<file path="src/rtl/ldr_writeback_queue.sv">
// ldr_writeback_queue
//   In-order tracking queue for outstanding loads. Each accepted load records
//   its destination register. Memory responses retire the oldest entry and
//   produce a registered register-file write one cycle later.
//
//   Optional build macro: LDR_WB_ERR_CHECK_EN
//     defined   : err is a sticky flag set by a response arriving with nothing
//                 pending; only reset clears it
//     undefined : err is tied low and the orphan detector is not built
//
// Ports
//   clk, rst_n           clock, asynchronous active-low reset
//   issue_valid, opcode  presented instruction and its decoded opcode
//   issue_rd             destination register of the presented instruction
//   issue_ready          queue has room for another load
//   mem_rvalid/mem_rdata load response from memory (returned in issue order)
//   chk_rd, chk_hit      load-use hazard query against pending destinations
//   w_en_ldr/w_addr_ldr/w_data_ldr  register-file write port for load data
//   pending_count        number of outstanding loads
//   err                  sticky protocol error (see macro above)
module ldr_writeback_queue #(
  parameter int DEPTH   = 4,
  parameter int DATA_W  = 32,
  parameter int RADDR_W = 4
) (
  input  logic                       clk,
  input  logic                       rst_n,
  input  logic                       issue_valid,
  input  logic [6:0]                 opcode,
  input  logic [RADDR_W-1:0]         issue_rd,
  output logic                       issue_ready,
  input  logic                       mem_rvalid,
  input  logic [DATA_W-1:0]          mem_rdata,
  input  logic [RADDR_W-1:0]         chk_rd,
  output logic                       chk_hit,
  output logic                       w_en_ldr,
  output logic [RADDR_W-1:0]         w_addr_ldr,
  output logic [DATA_W-1:0]          w_data_ldr,
  output logic [$clog2(DEPTH+1)-1:0] pending_count,
  output logic                       err
);

  localparam int PTR_W = $clog2(DEPTH);
  localparam int CNT_W = $clog2(DEPTH+1);

  logic [RADDR_W-1:0] rd_mem_q [DEPTH];
  logic [RADDR_W-1:0] rd_mem_d [DEPTH];
  logic [PTR_W-1:0]   head_q, head_d;
  logic [PTR_W-1:0]   tail_q, tail_d;
  logic [CNT_W-1:0]   count_q, count_d;
  logic               w_en_q, w_en_d;
  logic [RADDR_W-1:0] w_addr_q, w_addr_d;
  logic [DATA_W-1:0]  w_data_q, w_data_d;

  logic is_load;
  logic push;
  logic pop;

  assign is_load = (opcode[6:4] == 3'b110) || (opcode[6:3] == 4'b1000);
  // Both decisions use the registered count: a load issued into an empty
  // queue cannot be retired by a response in the same cycle, and a full
  // queue drops the issue even if a slot frees up this cycle.
  assign push    = issue_valid && is_load && (count_q < CNT_W'(DEPTH));
  assign pop     = mem_rvalid && (count_q != '0);

  always_comb begin
    rd_mem_d = rd_mem_q;
    head_d   = head_q;
    tail_d   = tail_q;
    count_d  = count_q;
    w_en_d   = pop;
    w_addr_d = w_addr_q;
    w_data_d = w_data_q;
    if (push) begin
      rd_mem_d[tail_q] = issue_rd;
      tail_d           = tail_q + PTR_W'(1);
    end
    if (pop) begin
      head_d   = head_q + PTR_W'(1);
      w_addr_d = rd_mem_q[head_q];
      w_data_d = mem_rdata;
    end
    case ({push, pop})
      2'b10:   count_d = count_q + CNT_W'(1);
      2'b01:   count_d = count_q - CNT_W'(1);
      default: count_d = count_q;
    endcase
  end

  always_ff @(posedge clk or negedge rst_n) begin
    if (!rst_n) begin
      for (int i = 0; i < DEPTH; i++) rd_mem_q[i] <= '0;
      head_q   <= '0;
      tail_q   <= '0;
      count_q  <= '0;
      w_en_q   <= 1'b0;
      w_addr_q <= '0;
      w_data_q <= '0;
    end else begin
      rd_mem_q <= rd_mem_d;
      head_q   <= head_d;
      tail_q   <= tail_d;
      count_q  <= count_d;
      w_en_q   <= w_en_d;
      w_addr_q <= w_addr_d;
      w_data_q <= w_data_d;
    end
  end

  // Only entries between head and head+count are live; stale slots are
  // masked. The entry being popped this cycle is still live here because
  // count_q has not yet decremented.
  always_comb begin
    logic [PTR_W-1:0] idx;
    idx     = '0;
    chk_hit = 1'b0;
    for (int i = 0; i < DEPTH; i++) begin
      idx = head_q + PTR_W'(i);
      if ((CNT_W'(i) < count_q) && (rd_mem_q[idx] == chk_rd)) chk_hit = 1'b1;
    end
  end

`ifdef LDR_WB_ERR_CHECK_EN
  logic err_q, err_d;

  always_comb err_d = err_q | (mem_rvalid && (count_q == '0));

  always_ff @(posedge clk or negedge rst_n) begin
    if (!rst_n) err_q <= 1'b0;
    else        err_q <= err_d;
  end

  assign err = err_q;
`else
  assign err = 1'b0;
`endif

  assign issue_ready   = count_q < CNT_W'(DEPTH);
  assign pending_count = count_q;
  assign w_en_ldr      = w_en_q;
  assign w_addr_ldr    = w_addr_q;
  assign w_data_ldr    = w_data_q;

endmodule

</file>
<file path="config.mk">
export PLATFORM = sky130hd
export DESIGN_NAME = ldr_writeback_queue
export DESIGN_NICKNAME = d
export VERILOG_FILES = /design/src/rtl/ldr_writeback_queue.sv
export SDC_FILE = /design/constraint.sdc
export NUM_CORES = 1
export LEC_CHECK = 0
export ABC_AREA = 1
export BUFFER_PORTS_ARGS = -buffer_cell sky130_fd_sc_hd__buf_4
export CAP_MARGIN = 5
export CORE_ASPECT_RATIO = 1.75
export CORE_MARGIN = 4
export CORE_UTILIZATION = 47
export CTS_BUF_LIST = sky130_fd_sc_hd__clkbuf_16
export CTS_CLUSTER_SIZE = 14
export DETAILED_ROUTE_END_ITERATION = 12
export PLACE_DENSITY = 0.85
export SETUP_SLACK_MARGIN = 0.1
export SLEW_MARGIN = 15
export SYNTH_ARGS = -nofsm -noshare
export SYNTH_HDL_FRONTEND = slang
export SYNTH_SLANG_ARGS = --single-unit
</file>
<file path="constraint.sdc">
create_clock -name clk -period 2.1 [get_ports clk]
set_input_delay 0.21 -clock clk [delete_from_list [all_inputs] [get_ports clk]]
set_output_delay 0.21 -clock clk [all_outputs]
set_load 0.01 [all_outputs]
</file>
[After elaboration in Yosys (flattened, before gate mapping)]
Cells that the tools add are included.
Operators by class
  add/subtract/negate cells: 6
  $lt $le $gt $ge: 11
  eq/ne operators: 8
  muxes and demuxes: 20
  bitwise gates (word level): 5
  reductions and logical operators: 11
Operator list (count)
  $mux 4: 9
  $bmux 4 s2: 4
  $bwmux 16: 1
  $eq 4x4->1: 4
  $ge 3x3->1 const B: 5
  $not 2->3: 5
  $demux 4 s2: 1
  $logic_and 1x1->1: 8
  $lt 1x3->1 const A: 2
  $lt 2x3->1 const A: 2
  $pmux 3 s2: 1
  $add 2x1->2 const B: 2
  $add 2x2->2 const B: 2
  $eq 4x4->1 const B: 1
  $mux 1: 4
  $add 3x1->3 const B: 1
  $eq 3x3->1 const B: 1
  $lt 3x1->1 const B: 1
  $lt 3x3->1 const B: 1
  $reduce_bool 3->1: 1
  $sub 3x1->3 const B: 1
  $eq 2x1->1 const B: 1
  $eq 2x2->1 const B: 1
  $reduce_bool 2->1: 1
  $logic_or 1x1->1: 1
Word-level totals
  register bits after elaboration: 60
  input bits: 51
  output and inout bits: 43
  logic and storage cells: 71

[Logic depth before layout (Yosys ltp)]
Gate-level depths: netlist of the first run.
  word-level depth: 10
  gate-level depth with buffers: 13

[Worst setup path after synthesis of the first run]
Ideal clock, no wire load.
  path kind: register to register
  from: register count_q[0], in the netlist pending_count[0]
  to: register count_q[2], in the netlist pending_count[2]
  library setup time: 0.118 ns
  arrival: 1.895 ns
  data required time: 1.982 ns
  slack: 0.087 ns
  cell stages (with the launch flop): 12
  cells stage by stage: dfrtp_1 inv_1 ha_1 nand2_1 nand2_1 inv_1 buf_2 ha_1 nor2_1 o21ai_0 xor2_1 inv_1
Between the ends
  word-level cells in the longest chain between the ends: 4
  elaborated cells on any way between the ends: 10
  classes of those cells: 2 x add/sub; 1 x order compare; 2 x eq/ne; 1 x mux; 4 x reduce/logical
RTL lines
  start, declared: RTL line 50  | logic [CNT_W-1:0] count_q, count_d;
  start signal, assigned: RTL line 103  | count_q <= count_d;
  $reduce_bool 3->1 (*): RTL line 64  | assign pop = mem_rvalid && (count_q != '0);
  $logic_and 1x1->1 (*): RTL line 64
  net pop: RTL line 57  | logic pop;
  $eq 2x1->1 / $eq 2x2->1 (equally long branches): RTL line 83  | case ({push, pop})
  $pmux 3 s2 / $reduce_bool 2->1 (equally long branches)
Mark *: on every way through the listed nets, which the timed path passes. The rest lies on a longest branch.
A chain may end at the register's enable or synchronous reset.

[Worst setup path after layout of the first run]
  from: register head_q[0]
  to: output chk_hit
Between the ends
  word-level cells in the longest chain between the ends: 10
  elaborated cells on any way between the ends: 31
  classes of those cells: 3 x add/sub; 4 x eq/ne; 16 x mux; 4 x bitwise; 4 x reduce/logical
RTL lines
  start, declared: RTL line 48  | logic [PTR_W-1:0] head_q, head_d;
  start signal, assigned: RTL line 93  | head_q <= '0;
  start signal, assigned: RTL line 101  | head_q <= head_d;
  $add 2x1->2 / $not 2->3 (equally long branches): RTL line 118, 119
  $not 2->3 (implied by the code) / $bmux 4 s2 (equally long branches): RTL line 119  | if ((CNT_W'(i) < count_q) && (rd_mem_q[idx] == chk_rd)) chk_hit = 1'b1;
  $bmux 4 s2 / $mux 4 (equally long branches): RTL line 119
  $mux 4 (implied by the code): RTL line 119
  $mux 4 (implied by the code) / $eq 4x4->1 (equally long branches): RTL line 119
  $eq 4x4->1 / $logic_and 1x1->1 (equally long branches): RTL line 119
  $logic_and 1x1->1 / $mux 1 (equally long branches): RTL line 119
  $mux 1 (2 in series): RTL line 119
  $mux 1 (*): RTL line 119
  end, declared: RTL line 35  | output logic chk_hit,
Mark *: on every way between the ends. The rest lies on a longest branch, timed or not. The select of a mux whose other input is x is not followed.

==> run summary, run 1 <==
Post-Syn Area: 3320 µm²
R2R Setup Slk: 0.32 ns
Yosys reg bits: 60
Critical path's top delay family: simple AND/OR/NAND/NOR gates
Die Span X: 71.5 µm
Post-synthesis xor/xnor area fraction: 1.32%
Worst-path clk slew: 0.05 ns
Most frequent CP cell: nand2_1
Period utilisation layout: 99.5%
Worst stage delay on the critical path: 0.40 ns
Worst path bufs/invs: 5
Total grt overflow: 0
Max stage delay cell, worst path: dfrtp_1
Syn Inst Count: 457
Netlist cell types: 25
DRC violations left: 0
Chip Height: 119 µm
Final Hold Vio Count: 0
Antenna violations before repair: 0
WP data required: 1.89 ns
WHS: 0.0750 ns
First-pass GRT wire length: 15.6 mm
Compound-Gate Fraction of Synth Area: 5.51%
Fmax: 479 MHz
Antenna diode count: 0
FF-to-FF End: pending_count[2]
Commonest non-fill, non-tap cell in the layout: nand2_1
Vias in the first global route: 3619
Num CTS Buffers: 9
DR vias/cell: 5.22
CTS sink cnt: 60
LEAKAGE: 2.58 nW
HP Class: input pin to flip-flop
Avg WL per Cell: 14.5 µm
Final setup TNS: 0 ns
Starting density of the core: 48.4%
Max clock buf depth: 2
Layout Nets: 626
Drt pass-1 iters: 4
TritonCTS clock tree: built
Simple-gate share of the synthesized area: 36.9%
Routed Wire Length: 9.51 mm
Clock skew: 0.00239 ns
Hpwl dp: 6.48 mm
CTS Root Cell: clkbuf_16
Final max-slew violation count: 0
Critical path class: flip-flop to primary output
# setup viols final: 0
H-tree level count: 3
Rel. slew slack: 50.3%
Post-Syn Nets: 517
Antenna Nets Post-Route: 0
Reg2reg start: pending_count[1]
Critical path endpoint category: primary output
Layout area overhead: 39.8%
I/O Pins: 94
Via Count: 3422
Largest family of logic cells by synthesized area: simple AND/OR/NAND/NOR gates
Multi-input logic area: 1640 µm²
Number of max-cap violations: 0
Cell Area, Placed: 4040 µm²
Row cnt: 40
Worst path cell trace: inv_2 -> buf_6 -> buf_6 -> nand2_1 -> nand2_1 -> nand2_1 -> nand3_2 -> nand2_2 -> nor2_1 -> nand3_1 -> nand2_1 -> inv_1 -> nand2_1 -> buf_6
Pin count of the biggest net entering global routing: 61
Post-synthesis adder-cell area fraction: 3.40%
Crit path max fanout: 7
RSZ-0062 raised after global routing: yes
Routability-driven placement congestion ratio: 0.961
YS warnings: 0
Insertion delay to the later sink of the worst-skew pair: 0.33 ns
Critical path arrival: 1.88 ns
Detailed Route Iter0 Violations: 139
Mux contribution to synthesized area: 0%
Status: finished clean
Cell count of the worst reg-to-reg path: 10
Pwr/cell area: 1700 nW/µm²
CP startpoint: head_q[0]
Crit path launch type: flip-flop
Critical Path Sink: chk_hit
VDD IR max: 0.00101 V
Least-Margin Pin Slew: 0.745 ns
Layout cells sized above 1: 29.8%
Worst path depth: 14
Total GRT Usage: 23.2%
Most frequent cells in the layout: 223 x nand2_1, 106 x buf_4, 58 x dfrtp_1, 32 x inv_1
Die area: 8520 µm²
Register area: 1500 µm²
Minimum clock period: 2.09 ns
Core ar.: 6860 µm²
Avg Inst Size Synth: 7.26 µm²
Filler cells: 521
Number of port buffers: 89
Sequential cell area fraction in the yosys report: 45.3%
Cell area after layout: 4640 µm²
flip-flops by register name, indices dropped and copies added, names as in the netlist:
name,cells
head_q,2
pending_count,3
rd_mem_q,16
tail_q,2
w_addr_ldr,4
w_data_ldr,32
w_en_ldr,1
kinds of logic (layout without fill, tap and decap cells):
| logic type | after synthesis | after routing |
|---|---|---|
| AOI/OAI and AO/OA | 34 | 34 |
| xor gates and xnor gates | 5 | 5 |
| adders and majority gates | 9 | 9 |
| buffers and inverters | 50 | 164 |
| DFF | 60 | 60 |
| other | 1 | 1 |
| and+or+nand+nor | 298 | 298 |
worst reg2reg max path, stage by stage (launching register included):
cell,delay (ns)
dfrtp_1,0.42
inv_1,0.15
ha_1,0.16
nand2_1,0.05
nand2_1,0.08
inv_1,0.06
ha_1,0.33
nor2_1,0.12
o21ai_0,0.10
xor2_1,0.15
inv_1,0.05
per-stage QoR:
| stage | power, W | utilization, % | worst slack (ns) | std cells |
|---|---|---|---|---|
| detailed placement | 0.00543 | 58.9 | 0.347 | 623 |
| global route | 0.00844 | 67.6 | -0.156 | 655 |
| CTS | 0.00776 | 67.1 | 0.0737 | 654 |
| global placement | 0.00528 | 58.9 | 0.343 | 623 |
| floorplan | 0.00429 | - | 0.119 | 457 |
| finish | 0.00789 | 67.6 | 0.0107 | 655 |
cell type report:
cell class	instances	area share, %
clock buffer	9	4.86
clock inverter	7	3.00
sequential	60	32.4
tap	84	2.27
multi-input combinational	347	35.4
inverter	34	2.81
timing repair buffer	114	19.3
metal layers:
layer / track usage [%] / wire length, µm / up-vias
li1: - / - / 1625
met1: 21.6 / 3210 / 1587
met4: 17.4 / 687 / 0
met5: 0 / 0 / -
met2: 42.4 / 5080 / 148
met3: 4.73 / 526 / 62
worst min-delay path by stage:
stage	start	end	slack (ns)	cells past startpoint
after detailed placement	rst_n	w_data_ldr[28]	0.32	1
after CTS	mem_rdata[18]	w_data_ldr[18]	0.07	3
after global placement	rst_n	w_data_ldr[28]	0.31	1
final	mem_rdata[18]	w_data_ldr[18]	0.07	3
after global routing	mem_rdata[24]	w_data_ldr[24]	0.08	3
after floorplan	rst_n	head_q[0]	-0.09	0
report_power, final:
part | switching, W | internal, W | total [W]
Combinational | 0.00233 | 0.00172 | 0.00404
Clock | 0.000517 | 0.00127 | 0.00179
Sequential | 0.000396 | 0.00166 | 0.00206
Total | 0.00324 | 0.00466 | 0.00789
cell usage after synthesis:
master / instances / area (µm²)
nand3_1: 30 / 150
nand3_2: 3 / 30.0
nor2_1: 15 / 56.3
buf_4: 2 / 15.0
o2111ai_1: 1 / 8.76
a21oi_1: 4 / 20.0
clkbuf_1: 3 / 11.3
inv_1: 33 / 124
nand2_4: 2 / 22.5
nand2_1: 235 / 882
o21ai_2: 1 / 8.76
nor2_2: 3 / 18.8
o21ai_1: 1 / 5.00
buf_6: 4 / 45.0
conb_1: 1 / 3.75
xor2_1: 3 / 26.3
o211ai_1: 2 / 15.0
buf_2: 6 / 30.0
inv_2: 1 / 3.75
dfrtp_1: 60 / 1500
o21ai_0: 25 / 125
xnor2_1: 2 / 17.5
nand2_2: 10 / 62.6
buf_12: 1 / 20.0
ha_1: 9 / 113
what timing repair did:
item | in CTS | in global routing
hold buffers | 1 | 0
hold endpoints to repair | 60 | 0
setup endpoints to repair | 1 | 1
setup buffers | 14 | 1
pin swaps | 10 | 10
resized for setup | 25 | 8
(Power assumes the default switching activity.)
==> run 2: changes to the inputs <==
--- a/config.mk
+++ b/config.mk
@@ -5,12 +5,11 @@
 export SDC_FILE = /design/constraint.sdc
 export NUM_CORES = 1
 export LEC_CHECK = 0
-export ABC_AREA = 1
 export BUFFER_PORTS_ARGS = -buffer_cell sky130_fd_sc_hd__buf_4
 export CAP_MARGIN = 5
 export CORE_ASPECT_RATIO = 1.75
 export CORE_MARGIN = 4
-export CORE_UTILIZATION = 47
+export CORE_UTILIZATION = 46
 export CTS_BUF_LIST = sky130_fd_sc_hd__clkbuf_16
 export CTS_CLUSTER_SIZE = 14
 export DETAILED_ROUTE_END_ITERATION = 12
==> run summary, run 2 <==
Insertion delay to the later sink of the worst-skew pair: 0.32 ns
Row cnt: 38
Minimum clock period: 2.50 ns
Largest cells by area after synthesis: dfrtp_1 49%, nand2_1 13%, mux2_2 7.8%
Avg WL per Cell: 16.0 µm
Switching Share: 34.6%
DR vias/cell: 5.03
Sequential cell area fraction in the yosys report: 49.5%
Post-Syn Area: 3040 µm²
Die area: 8010 µm²
Worst path cell trace: mux4_2 -> xor2_1 -> or4_1 -> nand4_1 -> buf_4
Least-Margin Pin Slew: 0.748 ns
Via Count: 2330
Met3 wire length: 383 µm
Commonest non-fill, non-tap cell in the layout: nand2_1
Period utilisation layout: 119%
H-tree level count: 3
Max reg flops: 32
Post-Route M1 WL: 2.52 mm
Yosys reg bits: 60
Rel. slew slack: 50.2%
Syn Inst Count: 281
Critical path endpoint category: primary output
YS warnings: 0
Register area: 1500 µm²
CP startpoint: head_q[0]
Critical path's top delay family: simple AND/OR/NAND/NOR gates
Worst-path clk slew: 0.05 ns
Die Span X: 69.4 µm
WP data required: 1.89 ns
Final core utilization: 65.4%
Drt pass-1 iters: 4
Critical path class: flip-flop to primary output
Chip Height: 115 µm
CTS sink cnt: 60
Psw: 0.00206 W
Internal power: 0.00389 W
CTS Root Cell: clkbuf_16
Reg2reg start: pending_count[0]
Async SR Flop Fraction: 100%
Antenna diode count: 0
Layout area overhead: 36.3%
Final max-slew violation count: 0
Crit path launch type: flip-flop
Number of max-cap violations: 0
VDD IR max: 0.000500 V
Synth area leader: dfrtp_1
Total GRT Usage: 19.4%
Met2 WL: 4.17 mm
Violated checks: setup timing
I/O Pins: 94
Core ar.: 6320 µm²
DRC violations left: 0
Ys flop type: dfrtp_1
Synth cell count leaders: 104 x nand2_1, 60 x dfrtp_1, 21 x mux2_2
Vias in the first global route: 2476
Top routing layer used: met4
Worst stage delay on the critical path: 0.55 ns
Pin count of the biggest net entering global routing: 61
Number of port buffers: 89
Total grt overflow: 0
Count leader, synth: nand2_1
Pwr/cell area: 1440 nW/µm²
RSZ-0062 raised after global routing: yes
Worst path bufs/invs: 1
WHS: 0.0691 ns
Detailed Route Iter0 Violations: 197
# setup viols final: 1
Combinational share of power: 44.0%
Avg Inst Size Synth: 10.8 µm²
First-pass GRT wire length: 11.9 mm
Final Hold Vio Count: 0
Hold path startpoint: mem_rdata[15]
Num CTS Buffers: 9
Multi-input logic area: 1440 µm²
Starting density of the core: 48.0%
Filler cells: 498
Post-synth EDFFs: 0
Hpwl dp: 5.36 mm
Layout Nets: 440
Clock power frac: 22.7%
Worst slack, placed: -0.166 ns
Post-Syn Nets: 341
Antenna Nets Post-Route: 0
Critical path arrival: 2.29 ns
Routed Wire Length: 7.40 mm
Layout cells sized above 1: 38.4%
Max stage delay cell, worst path: mux4_2
Setup ws final: -0.404 ns
Most frequent cells in the layout: 104 x nand2_1, 99 x buf_4, 59 x dfrtp_1, 21 x mux2_2, 12 x xor2_1
Post-synth top area share: 49.5%
Clock skew: 0.00422 ns
Netlist cell types: 26
Antenna violations before repair: 0
Sequential power share: 33.3%
Fmax: 399 MHz
Routability-driven placement congestion ratio: 0.842
LEAKAGE: 2.16 nW
Status: complete, but fails checks
TritonCTS clock tree: built
Max clock buf depth: 2
HP Class: input pin to flip-flop
Crit path max fanout: 7
-- run 2: logic make-up after synthesis --
group	after synthesis	share of synthesized area (%)
buffers and inverters	23	3.34
AOI/OAI and AO/OA	8	1.77
and+or+nand+nor	112	14.3
other	1	0.124
xor gates and xnor gates	24	6.92
muxes	44	20.4
adders and majority gates	9	3.71
DFF	60	49.5
-- run 2: worst paths after layout --
check | endpoint | slack (ns) | cells past startpoint
max | chk_hit | -0.40 | 5
min in group asynchronous | w_data_ldr[19] | 0.50 | 2
min reg2reg | w_data_ldr[11] | 0.47 | 2
min | w_data_ldr[15] | 0.07 | 3
max reg2reg | w_addr_ldr[3] | 0.27 | 6
max in group asynchronous | head_q[0] | 1.07 | 2
-- run 2: power by group through the flow --
stage	sequential [W]	combinational (W)	clock, W
CTS	0.00198	0.00261	0.00137
floorplan	0.00199	0.00148	0
global placement	0.00194	0.00246	0
finish	0.00198	0.00262	0.00135
global route	0.00205	0.00285	0.00143
detailed placement	0.00198	0.00256	0
-- run 2: area by class of cell --
class                   count  share of cell area, %
multi-input cells         198                   34.9
well taps                  80                   2.42
inverters                   9                  0.816
repair buffers            102                   19.0
clock inverters             5                   1.15
flip-flops and latches     60                   36.3
clock buffers               9                   5.44
-- run 2: timing repair --
action                                  CTS  global route
hold buffers                              1             0
hold endpoints to repair                 60             0
endpoints found under the setup margin    1             2
buffers inserted                          0             1
pin swaps                                 0             1
resized for setup                         3             3
-- run 2: through the flow --
stage | setup TNS [ns] | std cells | power, W | area [µm²]
floorplan | 0 | 281 | 0.00348 | 3040
global placement | -0.112 | 447 | 0.00440 | 3830
detailed placement | -0.166 | 447 | 0.00454 | 3830
CTS | -0.411 | 462 | 0.00596 | 4120
global route | -0.444 | 463 | 0.00633 | 4140
finish | -0.404 | 463 | 0.00596 | 4140
-- run 2: worst min-delay path, delay by kind of cell --
family                 cells  cell delay (ns)
and+or+nand+nor            2             0.08
buffers and inverters      1             0.07
-- run 2: per-layer routing --
layer,up-vias,global-route usage (%)
met2,77,34.6
met3,27,5.99
li1,1114,-
met4,0,12.4
met5,-,0
met1,1112,19.4
